**src/rtl/simon_pkg.sv**
```systemverilog
// Shared types and the LFSR step function for the Simon game sequencer.
package simon_pkg;

  typedef enum logic [2:0] {
    S_IDLE,
    S_PLAY_REQ,
    S_PLAY_WAIT,
    S_INPUT,
    S_GAP,
    S_WIN,
    S_FAIL
  } simon_state_t;

  typedef logic [1:0] colour_t;

  function automatic logic [7:0] lfsr8_next(input logic [7:0] l);
    return {l[6:0], l[7] ^ l[5] ^ l[4] ^ l[3]};
  endfunction

  function automatic logic [3:0] colour_onehot(input colour_t c);
    return 4'b0001 << c;
  endfunction

endpackage

```
**src/rtl/simon_lfsr8.sv**
```systemverilog
// 8-bit Fibonacci LFSR holding the colour sequence; the low two bits are the
// current colour. Load takes priority over step.
module simon_lfsr8
  import simon_pkg::*;
#(
  parameter logic [7:0] SEED = 8'hA5
) (
  input  logic    clk_sys,
  input  logic    reset,
  input  logic    load,
  input  logic    step,
  output colour_t colour
);

  logic [7:0] state;

  always_ff @(posedge clk_sys or posedge reset) begin
    if (reset) begin
      state <= '0;
    end else if (load) begin
      state <= SEED;
    end else if (step) begin
      state <= lfsr8_next(state);
    end
  end

  assign colour = state[1:0];

endmodule

```
**src/rtl/simon_sequencer.sv**
```systemverilog
// Simon game-sequence engine: replays the first `round` LFSR colours to the
// blinker, then checks player keys against the same sequence.
module simon_sequencer
  import simon_pkg::*;
#(
  parameter int         MAX_LEN     = 16,
  parameter logic [7:0] SEED        = 8'hA5,
  parameter int         GAP_CYC     = 25_000_000,
  parameter int         TIMEOUT_CYC = 250_000_000
) (
  input  logic       CLOCK_50,
  input  logic       reset,
  input  logic       start,
  input  logic [3:0] btn_pulse,
  output logic       blink_valid,
  output logic [1:0] blink_colour,
  input  logic       blink_ready,
  input  logic       blink_done,
  output logic [4:0] round,
  output logic       await_input,
  output logic       win,
  output logic       fail
);

  // state       | meaning
  // S_IDLE      | no game since reset, waiting for start
  // S_PLAY_REQ  | blink request held until blinker accepts
  // S_PLAY_WAIT | blink in progress, waiting for blink_done
  // S_INPUT     | checking player keys, timeout running
  // S_GAP       | pause between a completed pass and the next replay
  // S_WIN       | sequence of MAX_LEN entered correctly
  // S_FAIL      | wrong key or timeout

  localparam int T_MAX = (GAP_CYC > TIMEOUT_CYC) ? GAP_CYC : TIMEOUT_CYC;
  localparam int TW    = (T_MAX > 1) ? $clog2(T_MAX) : 1;
  localparam logic [TW-1:0] GAP_LOAD     = TW'(GAP_CYC - 1);
  localparam logic [TW-1:0] TIMEOUT_LOAD = TW'(TIMEOUT_CYC - 1);
  localparam logic [4:0]    LAST_ROUND   = 5'(MAX_LEN);

  simon_state_t    state_q, state_nxt;
  logic [4:0]      step_q, step_nxt;
  logic [4:0]      round_nxt;
  logic [TW-1:0]   timer_q, timer_nxt;
  logic            lfsr_load, lfsr_step;
  colour_t         cur_colour;
  logic            last_step;

  simon_lfsr8 #(.SEED(SEED)) u_lfsr (
    .clk_sys (CLOCK_50),
    .reset   (reset),
    .load    (lfsr_load),
    .step    (lfsr_step),
    .colour  (cur_colour)
  );

  assign blink_colour = cur_colour;
  assign last_step    = (step_q == round - 5'd1);

  always_comb begin
    state_nxt = state_q;
    step_nxt  = step_q;
    round_nxt = round;
    timer_nxt = timer_q;
    lfsr_load = 1'b0;
    lfsr_step = 1'b0;
    unique case (state_q)
      S_IDLE, S_WIN, S_FAIL: begin
        if (start) begin
          round_nxt = 5'd1;
          step_nxt  = '0;
          lfsr_load = 1'b1;
          state_nxt = S_PLAY_REQ;
        end
      end
      S_PLAY_REQ: begin
        if (blink_valid && blink_ready) state_nxt = S_PLAY_WAIT;
      end
      S_PLAY_WAIT: begin
        if (blink_done) begin
          if (last_step) begin
            lfsr_load = 1'b1;
            step_nxt  = '0;
            timer_nxt = TIMEOUT_LOAD;
            state_nxt = S_INPUT;
          end else begin
            lfsr_step = 1'b1;
            step_nxt  = step_q + 5'd1;
            state_nxt = S_PLAY_REQ;
          end
        end
      end
      S_INPUT: begin
        // A key in the terminal-count cycle still counts; it is checked first.
        if (btn_pulse != 4'b0000) begin
          if (btn_pulse == colour_onehot(cur_colour)) begin
            timer_nxt = TIMEOUT_LOAD;
            if (!last_step) begin
              lfsr_step = 1'b1;
              step_nxt  = step_q + 5'd1;
            end else if (round == LAST_ROUND) begin
              state_nxt = S_WIN;
            end else begin
              round_nxt = round + 5'd1;
              lfsr_load = 1'b1;
              step_nxt  = '0;
              timer_nxt = GAP_LOAD;
              state_nxt = S_GAP;
            end
          end else begin
            state_nxt = S_FAIL;
          end
        end else if (timer_q == '0) begin
          state_nxt = S_FAIL;
        end else begin
          timer_nxt = timer_q - TW'(1);
        end
      end
      S_GAP: begin
        if (timer_q == '0) state_nxt = S_PLAY_REQ;
        else               timer_nxt = timer_q - TW'(1);
      end
      default: state_nxt = S_IDLE;
    endcase
  end

  always_ff @(posedge CLOCK_50 or posedge reset) begin
    if (reset) begin
      state_q     <= S_IDLE;
      step_q      <= '0;
      timer_q     <= '0;
      round       <= '0;
      blink_valid <= 1'b0;
      await_input <= 1'b0;
      win         <= 1'b0;
      fail        <= 1'b0;
    end else begin
      state_q     <= state_nxt;
      step_q      <= step_nxt;
      timer_q     <= timer_nxt;
      round       <= round_nxt;
      blink_valid <= (state_nxt == S_PLAY_REQ);
      await_input <= (state_nxt == S_INPUT);
      win         <= (state_nxt == S_WIN);
      fail        <= (state_nxt == S_FAIL);
    end
  end

endmodule

```
**config.mk**
```make
export PLATFORM = sky130hd
export DESIGN_NAME = simon_sequencer
export DESIGN_NICKNAME = d
export VERILOG_FILES = /design/src/rtl/simon_pkg.sv /design/src/rtl/simon_lfsr8.sv /design/src/rtl/simon_sequencer.sv
export SDC_FILE = /design/constraint.sdc
export NUM_CORES = 1
export LEC_CHECK = 0
export CAP_MARGIN = 20
export CORE_MARGIN = 2
export CORE_UTILIZATION = 30
export DETAILED_ROUTE_END_ITERATION = 10
export PLACE_DENSITY = 0.49
export SLEW_MARGIN = 20
export SYNTH_ARGS = -nofsm -noshare
export SYNTH_HDL_FRONTEND = slang
export SYNTH_SLANG_ARGS = --single-unit
export TNS_END_PERCENT = 30
```
**constraint.sdc**
```tcl
create_clock -name CLOCK_50 -period 2.4 [get_ports CLOCK_50]
set_input_delay 0.48 -clock CLOCK_50 [delete_from_list [all_inputs] [get_ports CLOCK_50]]
set_output_delay 0.48 -clock CLOCK_50 [all_outputs]
set_load 0.03 [all_outputs]
```
==> results of run 1 <==
[state kept, by name, summed over array words and instances, names as in the netlist]
signal	cells
u_lfsr.state	8
fail	1
win	1
blink_valid	1
round	5
await_input	1
timer_q	28
state_q	3
step_q	5
[synthesized netlist by cell type (all sizes together), types with 2 or more instances]
master	n	share of area, %
and2	3	0.56
nand3b	6	1.3
and3b	3	0.78
o22a	4	1.0
nor4	6	1.1
dfrtp	53	39
a2111oi	2	0.71
nand3	12	1.9
nand2	30	3.6
a21oi	30	4.5
nor3	21	3.3
nor2b	4	0.74
or3	6	1.1
o31ai	8	1.8
a22o	8	2.3
o22ai	2	0.37
nor2	27	3.0
ha	5	1.9
o21ai	28	4.3
xor2	4	1.0
a21o	7	1.6
nand2b	4	0.74
mux2	2	0.67
xnor2	11	2.9
nand4	2	0.37
o41ai	4	1.0
a31oi	12	2.2
or4	4	1.0
mux2i	3	0.89
a311oi	2	0.52
o2111ai	3	0.78
o211ai	3	0.67
nor3b	5	1.1
and4b	2	0.59
buf	8	1.6
inv	14	1.6
o21a	3	0.89
and3	5	0.93
clkbuf	8	0.89
[power breakdown]
group / total (µW) / switching, µW / leakage, µW / internal, µW
clock network: 652 / 311 / 0.0000585 / 341
logic: 3160 / 1610 / 0.00131 / 1560
registers: 1440 / 268 / 0.000635 / 1180
[cells by family (layout without fill, tap and decap cells)]
| logic type | count (synthesis) | in the layout | share of synthesized area [%] |
|---|---|---|---|
| compound gates | 126 | 126 | 25.32 |
| xor+xnor | 16 | 16 | 4.603 |
| fa+ha+maj | 5 | 5 | 1.856 |
| buf+inv | 30 | 136 | 4.083 |
| flops | 53 | 53 | 39.35 |
| mux | 5 | 5 | 1.559 |
| simple gates | 144 | 144 | 23.24 |
[metrics by stage]
| stage | util [%] | power (µW) |
|---|---|---|
| 3_5_place_dp | 40.32 | 4152 |
| 2_1_floorplan | - | 2983 |
| 6_report | 44.84 | 5258 |
| 4_1_cts | 42.71 | 4950 |
| 5_1_grt | 44.84 | 5644 |
| 3_3_place_gp | 40.32 | 4100 |
[metal layers]
metal	share of wire (%)	vias up	track usage (%)
met5	0	-	0
met4	1.2	0	5.063
met3	2.8	9	2.293
met2	46	46	26.77
met1	50	1625	25.11
li1	-	1642	-
[layout make-up]
class                           instances  area share, %
Multi-Input combinational cell        296          45.75
Sequential cell                        53          27.24
Timing Repair Buffer                  114          19.96
Tap cell                              140          3.588
Clock buffer                            7          1.768
Inverter                               14          1.076
Clock inverter                          1         0.6151
[worst paths after layout]
check,from,end,slack (ps),depth (start not counted)
max,timer_q[0],fail,-110,10
min,timer_q[7],timer_q[7],480,1
max reg2reg,timer_q[0],fail,-110,10
min reg2reg,timer_q[7],timer_q[7],480,1
max in group asynchronous,reset,timer_q[24],1350,3
min in group asynchronous,reset,timer_q[7],540,2
[worst register-to-register path: cells and delay by family, from the launching register on]
family	cells	cell delay (ps)
buffers and inverters	3	350
adders and majority gates	1	130
and+or+nand+nor	4	1190
AOI/OAI and AO/OA	2	340
DFF	1	400
[timing repair]
item	in CTS	in global routing
buffers inserted	3	4
hold endpoints to repair	0	0
gates resized for setup	26	41
setup endpoints to repair	32	47
pin swaps	6	15
==> run metrics, run 1 <==
violated checks negative setup slack; RSZ-0062 raised after global routing yes; first-pass GRT wire length 16270 µm; die footprint 12100 µm²; Crit path required time 2620 ps; Buf+Inv Stages, Crit Path 3; clock-pin slew on the worst setup and hold paths 100 ps; PwrDens 1077 nW/µm²; # hold bufs at CTS 0; CTS max path bufs 2; Max VDD drop 0.4833 mV; Clock Tree Root clkbuf_8; vias in the first global route 3174; Num Clock Sinks 53; Worst setup EP type register; type of the worst min-delay path register to register; Remaining DRCs 0; routed length per instance 15.58 µm; PnR worst setup slack -114.3 ps; initial core utilization 30.96%; Cell Area, Synth 3371 µm²; placed instance area 4390 µm²; gr ovfl total 0; sequential area share after synthesis 39.35%; I/O pin total 20; drt first pass iters 4; Finish-stage setup viols 15; most frequent cells in the layout 83 x buf_4, 50 x dfrtp_1, 28 x nand2_1; number of buffers created by CTS 5; prevailing post-synth register cell dfrtp_1; later-pin clock latency in the skew report 320 ps; worst-path fanout max 4; Setup Skew 7.579 ps; post-synthesis cell type count 67; syn_nets 393; layout cells sized above 1 32.99%; drt total wl 9735 µm; TNS Setup -609.4 ps; total vias in the final route 3322; EDFF count, synth 0; multi-input logic area 2233 µm²; most frequent CP cell buf_6; outcome complete, but fails checks; post-placement cell count 610; Tmin final 2514 ps; pre-CTS WS -260.0 ps; antenna violations before repair 0; RD Place Congestion 0.8047; Syn Area/Cell 8.894 µm²; final antenna-violating net count 0; die height 110 µm; Post-synth ARST share 100.0%; P&R area growth vs syn 44.84%; Startpoint Class register; Port Buffer Count 19; Critical Path AT 2730 ps; DRT iter0 DRCs 160; worst hold slack 484.2 ps; row cnt 38; cell area after layout 4882 µm²; register area 1330 µm²; CTS tree yes; Final Instance Count excl. Fillers 625; CTS H-Tree Depth 2; critical path type register to register; Max-Cap Viols 0; GRT Overall Usage 17.29%; vias per cell 5.315; critical path cell sequence inv_2 -> ha_4 -> or4b_4 -> or4_4 -> buf_6 -> nor3_4 -> buf_6 -> o31ai_2 -> a22o_4 -> and3_4; Max Clock Freq 397.7 MHz; Fillers 1065; commonest non-fill, non-tap cell in the layout buf_4; core box area 10890 µm²; final hold violation count 0; Crit-path slowest cell or4b_4; Worst Max-Slew Pin Slew 605.1 ps; antenna cell count 0; DIE WIDTH 110 µm; dpl hpwl 7183 µm; nets@finish 498; post-route clock period utilization 104.8%; Synth Register Bits 53; Slew Limit Headroom 59.60%; CP delay by family, top simple AND/OR/NAND/NOR gates; Leak Pwr 0.002000 µW; Mapped Cells 379; warnings from Yosys 0; fin. max-slew vios 0; largest net degree at the start of global routing 25; crit-path max cell delay 450 ps
(Power assumes the default switching activity.)
==> run 2: changes to the inputs <==
--- a/config.mk
+++ b/config.mk
@@ -5,11 +5,13 @@
 export SDC_FILE = /design/constraint.sdc
 export NUM_CORES = 1
 export LEC_CHECK = 0
+export ABC_CLOCK_PERIOD_IN_PS = 2400
 export CAP_MARGIN = 20
 export CORE_MARGIN = 2
 export CORE_UTILIZATION = 30
 export DETAILED_ROUTE_END_ITERATION = 10
 export PLACE_DENSITY = 0.49
+export SETUP_SLACK_MARGIN = 0.5
 export SLEW_MARGIN = 20
 export SYNTH_ARGS = -nofsm -noshare
 export SYNTH_HDL_FRONTEND = slang
==> run 2 against run 1 <==
  * The flow still finishes with violations (negative setup slack)
  * Cell area is 7.4% higher
  * Critical path depth stayed put
  * Sequential cell count unchanged
  * Register-to-register slack lost 20 ps
  * Sequential share of layout area fell by 1.9 points
  * Die area stayed put
  * Total power increased by 9.5%
  * Via count grew 2.1%
  * Global-route usage rose by 0.48 points
  * Largest cell class unchanged
==> run metrics, run 2 (synthesis gave the netlist of run 1 again) <==
critical path type register to register; fin. max-slew vios 0; Setup Skew 18.77 ps; Port Buffer Count 19; most frequent CP cell buf_6; Remaining DRCs 0; Max-Cap Viols 0; Finish-stage setup viols 18; I/O pin total 20; first-pass GRT wire length 16820 µm; # hold bufs at CTS 0; initial core utilization 30.96%; GRT Overall Usage 17.77%; DRT iter0 DRCs 107; Slew Limit Headroom 67.96%; commonest non-fill, non-tap cell in the layout buf_4; total vias in the final route 3392; later-pin clock latency in the skew report 320 ps; final hold violation count 0; drt first pass iters 4; register area 1330 µm²; CTS H-Tree Depth 2; crit-path max cell delay 470 ps; Clock Tree Root clkbuf_8; multi-input logic area 2486 µm²; number of flip-flops in the largest register 28; Worst Max-Slew Pin Slew 480.6 ps; die footprint 12100 µm²; Crit path required time 2600 ps; final antenna-violating net count 0; drt total wl 10150 µm; largest net degree at the start of global routing 54; post-route clock period utilization 105.7%; critical path cell sequence inv_2 -> ha_4 -> or4b_4 -> or4_4 -> buf_6 -> nor3_4 -> buf_6 -> o31ai_2 -> a22o_4 -> and3_4; TNS Setup -1070 ps; Regs by FF count timer_q x28, u_lfsr.state x8; row cnt 38; vias per cell 5.359; Startpoint Class register; nets@finish 506; Largest Register timer_q; Fillers 1016; layout cells sized above 1 43.41%; Tmin final 2537 ps; antenna cell count 0; violated checks negative setup slack; PnR worst setup slack -137.3 ps; PwrDens 1098 nW/µm²; RSZ-0062 raised after global routing yes; vias in the first global route 3381; CTS max path bufs 2; core box area 10890 µm²; number of buffers created by CTS 5; P&R area growth vs syn 55.61%; die height 110 µm; Num Clock Sinks 53; dpl hpwl 7046 µm; Final Power 5758 µW; outcome complete, but fails checks; most frequent cells in the layout 71 x buf_4, 50 x dfrtp_1, 27 x buf_6; RD Place Congestion 0.8143; antenna violations before repair 0; type of the worst min-delay path register to register; Max Clock Freq 394.1 MHz; Worst setup EP type register; DIE WIDTH 110 µm; Critical Path AT 2740 ps; gr ovfl total 0; worst-path fanout max 4; worst hold slack 498.2 ps; routed length per instance 16.04 µm; clock-pin slew on the worst setup and hold paths 100 ps; Leak Pwr 0.002122 µW; Crit-path slowest cell or4_4; Max VDD drop 0.5332 mV; CTS tree yes
==> run 2: changes by cell type in the layout (fill, tap and decap cells not counted), sizes merged <==
cell,before,now
clkinv,0,1
buf,95,102
clkdlybuf4s50,19,12
dlygate4sd2,0,7
o21ai,28,29
clkbuf,7,6
==> run 2: area by class of cell <==
class	count	share of cell area (%)
Multi-Input combinational cell	297	47.40
Sequential cell	53	25.36
Tap cell	140	3.340
Clock buffer	6	1.384
Clock inverter	2	0.6679
Inverter	14	1.002
Timing Repair Buffer	121	20.85
==> run 2: worst paths after layout <==
kind | from | depth (start not counted) | to | slack, ps
max in group asynchronous | reset | 3 | round[0] | 1620
setup / recovery | timer_q[0] | 10 | fail | -140
min in group asynchronous | reset | 3 | timer_q[0] | 530
setup reg to reg | timer_q[0] | 10 | fail | -140
hold reg to reg | timer_q[4] | 1 | timer_q[4] | 500
hold / removal | timer_q[4] | 1 | timer_q[4] | 500
==> run 2: per-stage QoR <==
step	cells	setup WS (ps)	instance area, µm²	utilization [%]
finish	633	-137.3	5245	48.17
CTS	629	-112.2	4961	45.56
detailed placement	612	-309.8	4453	40.90
global placement	612	-218.3	4453	40.90
global route	633	-193.7	5245	48.17
floorplan	379	-224.6	3481	-
==> run 2: report_power, final <==
group,switching (µW),internal [µW]
registers,292,1180
logic,1840,1820
clock network,319,311
==> run 2: critical path: cells and delay by family, from the launching register on <==
family	cells	cell delay (ps)
AND/OR/NAND/NOR	4	1210
buffers and inverters	3	360
AO/OA/AOI/OAI	2	320
adder cells (fa/ha/maj)	1	120
flip-flops	1	410
==> run 2: routing by layer <==
metal / vias to the layer above / wire [µm] / share of wire, % / GRT usage [%]
li1: 1655 / - / - / -
met1: 1691 / 5067 / 50 / 25.25
met2: 36 / 4738 / 47 / 27.83
met3: 10 / 213 / 2.1 / 2.763
met4: 0 / 133 / 1.3 / 5.335
met5: - / 0 / 0 / 0
==> run 2: what timing repair did <==
item | 4_1_cts | 5_1_grt
gates resized for setup | 84 | 70
hold endpoints to repair | 0 | 0
gates cloned | 1 | 0
buffers inserted | 8 | 4
pin swaps | 54 | 47
setup endpoints to repair | 60 | 53
